File: src/rtl/frac_divider_seq.sv
// Sequential unsigned fixed-point divider: Q = N*2^FRAC / D.
// Restoring radix-2, one quotient bit per cycle, optional round half-up.
module frac_divider_seq #(
  parameter int NW   = 16,
  parameter int DW   = 16,
  parameter int QW   = 16,
  parameter int FRAC = 8
) (
  input  logic          Clk,
  input  logic          Reset,
  input  logic          Start,
  input  logic [NW-1:0] Numerator,
  input  logic [DW-1:0] Divisor,
  input  logic          Round,
  output logic [QW-1:0] Quotient,
  output logic          Ack,
  output logic          Busy,
  output logic          Ovf,
  output logic          DivZero
);

  localparam int ITER = NW + FRAC + 1;
  localparam int CW   = $clog2(ITER);

  typedef enum logic [1:0] {
    IDLE,
    CALC,
    FINISH
  } state_t;

  state_t          state_q;
  state_t          state_d;
  logic [NW-1:0]   n_q;
  logic [DW-1:0]   d_q;
  logic            round_q;
  logic [DW:0]     r_q;
  logic [ITER-1:0] e_q;
  logic [CW-1:0]   cnt_q;

  logic [DW:0]     r_sh;
  logic            r_ge;
  logic [DW:0]     r_nx;
  logic [ITER-1:0] v;
  logic            d_zero;
  logic            sat;

  // One restoring step; the numerator register shifts out X MSB first,
  // and the FRAC+1 appended zero bits arrive as it empties.
  always_comb begin
    r_sh   = {r_q[DW-1:0], n_q[NW-1]};
    r_ge   = (r_sh >= {1'b0, d_q});
    r_nx   = r_ge ? (r_sh - {1'b0, d_q}) : r_sh;
    v      = {1'b0, e_q[ITER-1:1]}
           + {{(ITER-1){1'b0}}, round_q & e_q[0]};
    d_zero = (d_q == '0);
    sat    = d_zero || ((v >> QW) != '0);
  end

  // State register.
  always_ff @(posedge Clk or posedge Reset) begin
    if (Reset) state_q <= IDLE;
    else       state_q <= state_d;
  end

  // Next-state logic; Start only matters in IDLE.
  always_comb begin
    state_d = state_q;
    unique case (state_q)
      IDLE:    if (Start) state_d = CALC;
      CALC:    if (cnt_q == '0) state_d = FINISH;
      FINISH:  state_d = IDLE;
      default: state_d = IDLE;
    endcase
  end

  assign Busy = (state_q != IDLE);

  // Operand capture, iteration datapath and result write-back.
  always_ff @(posedge Clk or posedge Reset) begin
    if (Reset) begin
      n_q      <= '0;
      d_q      <= '0;
      round_q  <= 1'b0;
      r_q      <= '0;
      e_q      <= '0;
      cnt_q    <= '0;
      Quotient <= '0;
      Ack      <= 1'b0;
      Ovf      <= 1'b0;
      DivZero  <= 1'b0;
    end else begin
      Ack <= 1'b0;
      unique case (state_q)
        IDLE: begin
          if (Start) begin
            n_q      <= Numerator;
            d_q      <= Divisor;
            round_q  <= Round;
            r_q      <= '0;
            e_q      <= '0;
            cnt_q    <= CW'(ITER - 1);
            Quotient <= '0;
            Ovf      <= 1'b0;
            DivZero  <= 1'b0;
          end
        end
        CALC: begin
          n_q   <= n_q << 1;
          r_q   <= r_nx;
          e_q   <= {e_q[ITER-2:0], r_ge};
          cnt_q <= cnt_q - 1'b1;
        end
        FINISH: begin
          Quotient <= sat ? '1 : v[QW-1:0];
          Ovf      <= sat;
          DivZero  <= d_zero;
          Ack      <= 1'b1;
        end
        default: ;
      endcase
    end
  end

endmodule

File: config.mk
export PLATFORM = sky130hd
export DESIGN_NAME = frac_divider_seq
export DESIGN_NICKNAME = d
export VERILOG_FILES = /design/src/rtl/frac_divider_seq.sv
export SDC_FILE = /design/constraint.sdc
export NUM_CORES = 1
export LEC_CHECK = 0
export ABC_CLOCK_PERIOD_IN_PS = 3750
export BUFFER_PORTS_ARGS = -buffer_cell sky130_fd_sc_hd__buf_2
export CORE_MARGIN = 4
export CORE_UTILIZATION = 60
export DETAILED_ROUTE_END_ITERATION = 10
export HOLD_SLACK_MARGIN = 0.08
export PLACE_DENSITY = 0.81
export SLEW_MARGIN = 25
export SYNTH_ARGS = -nofsm -noshare
export SYNTH_HDL_FRONTEND = slang
export SYNTH_SLANG_ARGS = --single-unit
File: constraint.sdc
create_clock -name Clk -period 3.75 [get_ports Clk]
set_clock_uncertainty 0.15 [all_clocks]
set_input_delay 0 -clock Clk [delete_from_list [all_inputs] [get_ports Clk]]
set_output_delay 0 -clock Clk [all_outputs]
set_load 0.1 [all_outputs]
# Word-level counts from Yosys, hierarchy flattened

Cells that the tools add are included.

Bits in latches: 0
Bits in writable memories: 0
Memories: 0
Bits in read-only memories: 0
Register bits after elaboration: 100
Logic and storage cells: 51
Bits of input ports: 36

Reductions and logical operators: 12
Muxes and demuxes: 19
Add/sub/neg operators: 3
Div/mod/pow operators: 0
Equality and inequality tests: 4
Multipliers: 0
Bitwise operators: 1
Shifts and indexed selects: 0
Order comparisons: 1

Operators with widths:

| operator                                                               | count |
|---|---|
| 16-bit case mux with 2 select lines                                    | 3 |
| 16-bit two-way mux                                                     | 5 |
| 25-bit case mux with 2 select lines                                    | 1 |
| 24-bit by 1-bit adder with 25-bit output                               | 1 |
| 25-bit two-way mux                                                     | 1 |
| 25-bit nonzero test                                                    | 1 |
| 17-bit by 16-bit >= comparator with 1-bit output                       | 1 |
| 16-bit logical NOT                                                     | 1 |
| 16-bit subtractor                                                      | 1 |
| 5-bit case mux with 2 select lines                                     | 1 |
| 2-bit AND reduction                                                    | 4 |
| 2-bit nonzero test                                                     | 3 |
| 5-bit logical NOT                                                      | 1 |
| 5-bit two-way mux                                                      | 1 |
| 5-bit by 1-bit subtractor with 5-bit output (second input constant)    | 1 |
| 2-bit two-way mux                                                      | 2 |
| 2-bit inequality test (second input constant)                          | 2 |
| 1-bit case mux with 2 select lines                                     | 2 |
| 2-bit case mux with 2 select lines                                     | 1 |
| 2-bit by 1-bit equality test with 1-bit output (second input constant) | 1 |
| 2-bit equality test (second input constant)                            | 1 |
| 2-bit logical NOT                                                      | 1 |
| 1-bit two-way mux                                                      | 2 |
| 1-bit bitwise AND                                                      | 1 |
| 1-bit logical OR                                                       | 1 |

# Longest topological paths before layout

Depth after elaboration: 6
Depth in mapped cells: 11

# Worst setup path after synthesis

No wires, ideal clock.

Path kind: register -> register
Start: reg round_q
End: reg Quotient[10]
Setup time: 0.129 ns
Setup slack: 1.330 ns
Period minus slack after synthesis: 2.420 ns
Cell stages (with the launch flop): 12
Arrival time: 2.141 ns
Path buffers: 2
Data required time: 3.471 ns
Cell sequence: dfrtp_1 and2_1 ha_1 ha_1 and3_1 and3_1 nand4_1 mux2i_1 o2111a_1 buf_6 buf_12 a21oi_4

Word-level cells in the longest chain between the ends: 6

RTL lines:

| element                                      | line | RTL |
|---|---|---|
| from (decl)                                  | 35   | `logic round_q;` |
| from (signal assigned)                       | 98   | `round_q <= Round;` |
| 1-bit bitwise AND (*)                        | 54   | `+ {{(ITER-1){1'b0}}, round_q & e_q[0]};` |
| 24-bit by 1-bit adder with 25-bit output (*) | 54   |  |
| 25-bit nonzero test                          | 56   | `sat = d_zero \|\| ((v >> QW) != '0);` |
| 1-bit logical OR                             | 56   |  |
| 16-bit two-way mux (*)                       | 114  | `Quotient <= sat ? '1 : v[QW-1:0];` |
| 16-bit case mux with 2 select lines (*)      | 93   | `unique case (state_q)` |
| to (signal assigned)                         | 114  |  |
| to (decl)                                    | 15   | `output logic [QW-1:0] Quotient,` |

Mark *: on every way between the ends. The rest lies on a longest branch, timed or not.
A chain may end at the register's enable or synchronous reset.

# Worst setup path in the final report

Start: reg d_q[12]
End: reg r_q[10]

Word-level cells in the longest chain between the ends: 3

RTL lines:

| element                                          | line | RTL |
|---|---|---|
| from (decl)                                      | 34   | `logic [DW-1:0] d_q;` |
| from (signal assigned)                           | 97   | `d_q <= Divisor;` |
| 17-bit by 16-bit >= comparator with 1-bit output | 51   | `r_ge = (r_sh >= {1'b0, d_q});` |
| 16-bit two-way mux                               | 52   | `r_nx = r_ge ? (r_sh - {1'b0, d_q}) : r_sh;` |
| 16-bit case mux with 2 select lines              | 93   |  |
| to (signal assigned)                             | 109  | `r_q <= r_nx;` |
| to (decl)                                        | 36   | `logic [DW:0] r_q;` |

Every way passes these cells.

==> results.cfg <==
[drt]
drc = 0
ant_nets = 0
drt_iter0_markers = 358
wl_per_cell_um = 16.3
via_per_inst = 5.97
drt-total-wl_um = 13500
num_vias = 4940
firstDrtPassIters = 5

[place]
gp_congestion = 0.918
post_dp_cell_area_um2 = 5990
io_buffers = 55
post-dp-hpwl_um = 9330

[synth]
ys_ff_latch = 100
synthesis.nets = 696
synthCells = 639
seq_area_frac_synth_pct = 44.2
syn_area_per_cell_um2 = 8.86
synth-edff-count = 0
syn_area_um2 = 5660
ys.flop_type = dfrtp_1
synth_warnings = 0
yosysUniqueCellTypes = 62
async_flop_share_pct = 100

[clock_tree]
clk_path_buf_depth = 2
cts_setup_buffers = 0
cts-buffers-inserted = 9
cts.repair.resized = 0
hold_buffers = 34
htree_levels = 3
tritoncts = done
path_clk_slew_ns = 0.11
cts.sinks = 100
root_buffer = clkbuf_8
clock_latency_ns = 0.36

[global_route]
grtUsageTotal_pct = 24.8
overflow = 0
gr-usage-met3_pct = 3.95
antenna_found_initial = 0
grt_pass1_wl_um = 22600
grt_max_degree = 77
grt.busiest_layer = met2
met2_usage_pct = 40.9
grt_util_met1_pct = 33.9
grt_pass1_vias = 4731

[power]
p_comb_share_pct = 56.4
switching_share_pct = 48.8
vdd_drop_max_mv = 0.575
p_leak_nw = 2.96
internal-power_w = 0.00312
p_clk_share_pct = 11.5
p_seq_share_pct = 32.1
power_density_nw_per_um2 = 933
p_sw_w = 0.00298

[critical_path]
end_kind = flip-flop
max_stage_delay_ns = 0.71
critPathSlowestCell = nor2_1
path_class = reg -> reg
crit_chain = inv_1 > ha_1 > a21oi_1 > o21ai_0 > a21o_1 > o21a_1 > nor2_1 > o31ai_1
critPathRequiredTime_ns = 3.80
critPathArrivalTime_ns = 2.98
start_kind = flip-flop
path_max_fanout = 11

[finish]
nets = 768
final_cell_mix = 130 x nand2_1, 100 x dfrtp_1, 56 x o21ai_0, 55 x buf_2, 40 x a21oi_1
syn2layout_area_growth_pct = 15.5
diodes = 0
drive_gt1_share_pct = 14.5
fill_cells = 712
layout.cells.most_common = nand2_1
finish.instance_area_um2 = 6540

[floorplan]
core_area_um2 = 9200
dieArea_um2 = 11100
dieWidth_um = 105
initial_core_util_pct = 61.6
dieHeight_um = 105
io_pins = 56
row_count = 35

[timing]
final-hold-violation-count = 0
worst_pin_slew_ns = 0.911
finalSetupViolCount = 0
relSlewSlack_pct = 39.2
rsz0062_at_grt = no
final_max_slew_viol_count = 0
fin_crit_ns = 2.93
max_freq_mhz = 341
post-route-period-util_pct = 78.2
tns_ns = 0

[status]
status = completed

[hold_path]
hp-class = in -> async

[job]
drv_cap = 0
## cells by family (layout without fill, tap and decap cells)
group | count (synthesis) | after routing | synth area share, %
flip-flops | 100 | 100 | 44.2
buffers and inverters | 65 | 142 | 4.84
XOR/XNOR | 28 | 28 | 4.33
multiplexers | 2 | 2 | 0.354
AO/OA/AOI/OAI | 177 | 177 | 21.1
AND/OR/NAND/NOR | 246 | 246 | 20.4
adder cells (fa/ha/maj) | 21 | 21 | 4.77
## cell usage after synthesis, types with 5 or more instances
cell type,n,share of area (%)
nand2_1,130,8.6
dfrtp_1,100,44
o21ai_0,56,5.0
a21oi_1,40,3.5
nor2_1,35,2.3
clkbuf_1,29,1.9
inv_1,25,1.7
ha_1,20,4.4
nand3_1,19,1.7
and3_1,17,1.9
a31oi_1,15,1.7
xor2_1,15,2.3
xnor2_1,13,2.0
a21oi_4,9,2.6
nor3_1,7,0.62
o211ai_1,7,0.93
a211oi_1,6,0.80
a311o_1,6,1.1
a41oi_1,6,0.93
nor4_1,6,0.66
o31ai_1,6,0.80
buf_2,5,0.44
nand2b_1,5,0.55
o21a_1,5,0.66
## final cells by class
type	count	area, µm²	area share [%]
Timing Repair Buffer	101	706	10.8
Clock buffer	11	151	2.31
Tap cell	111	139	2.12
Sequential cell	100	2500	38.3
Clock inverter	5	52.6	0.803
Inverter	25	98.8	1.51
Multi-Input combinational cell	474	2890	44.2
## path summary, 6_finish.rpt
path                                     start                    to  slack [ns]  cells after the start
setup / recovery           d_q[12]$_DFFE_PP0P_   r_q[10]$_DFFE_PP0P_        0.82                      8
hold / removal                           Reset    e_q[1]$_DFFE_PP0P_        0.14                      3
setup reg to reg           d_q[12]$_DFFE_PP0P_   r_q[10]$_DFFE_PP0P_        0.82                      8
hold reg to reg            round_q$_DFFE_PP0P_   round_q$_DFFE_PP0P_        0.34                      2
max in group asynchronous                Reset   r_q[10]$_DFFE_PP0P_        2.50                      4
min in group Clk                         Start  cnt_q[4]$_DFFE_PP0P_        0.22                      3
## registers in the layout (all words and copies together) (netlist names)
| name | count |
|---|---|
| Ovf | 1 |
| DivZero | 1 |
| d_q | 16 |
| r_q | 16 |
| cnt_q | 5 |
| Ack | 1 |
| Quotient | 16 |
| n_q | 16 |
| e_q | 25 |
| round_q | 1 |
| state_q | 2 |
## worst max-delay path: cells and delay by family, from the launching register on
kind                     cells  cell delay [ns]
AO/OA/AOI/OAI                5             1.11
adder cells (fa/ha/maj)      1             0.40
buffers and inverters        1             0.05
AND/OR/NAND/NOR              1             0.71
flip-flops                   1             0.36
## power groups by stage
stage	logic, W	registers [W]	clock network [W]
detailed placement	0.00337	0.00198	0
global route	0.00382	0.00203	0.000758
floorplan	0.00240	0.00219	0
global placement	0.00332	0.00195	0
CTS	0.00342	0.00196	0.000715
finish	0.00344	0.00196	0.000700
## routing by layer
layer / routed length, µm / up-vias / part of all wire, %
met2: 6530 / 147 / 48
met4: 210 / 0 / 1.6
li1: - / 2394 / -
met3: 686 / 17 / 5.1
met5: 0 / - / 0
met1: 6050 / 2382 / 45
## through the flow
stage,cells,total power (W),worst slack (ns),hold slack (ns),utilization [%]
global placement,777,0.00527,0.997,0.0504,65.2
detailed placement,777,0.00534,0.907,0.0591,65.2
CTS,827,0.00609,0.874,0.207,71.1
finish,827,0.00610,0.819,0.145,71.1
global route,827,0.00661,0.583,0.237,71.1
floorplan,639,0.00460,0.981,-0.0446,-
Power figures use the tool's default switching activity.
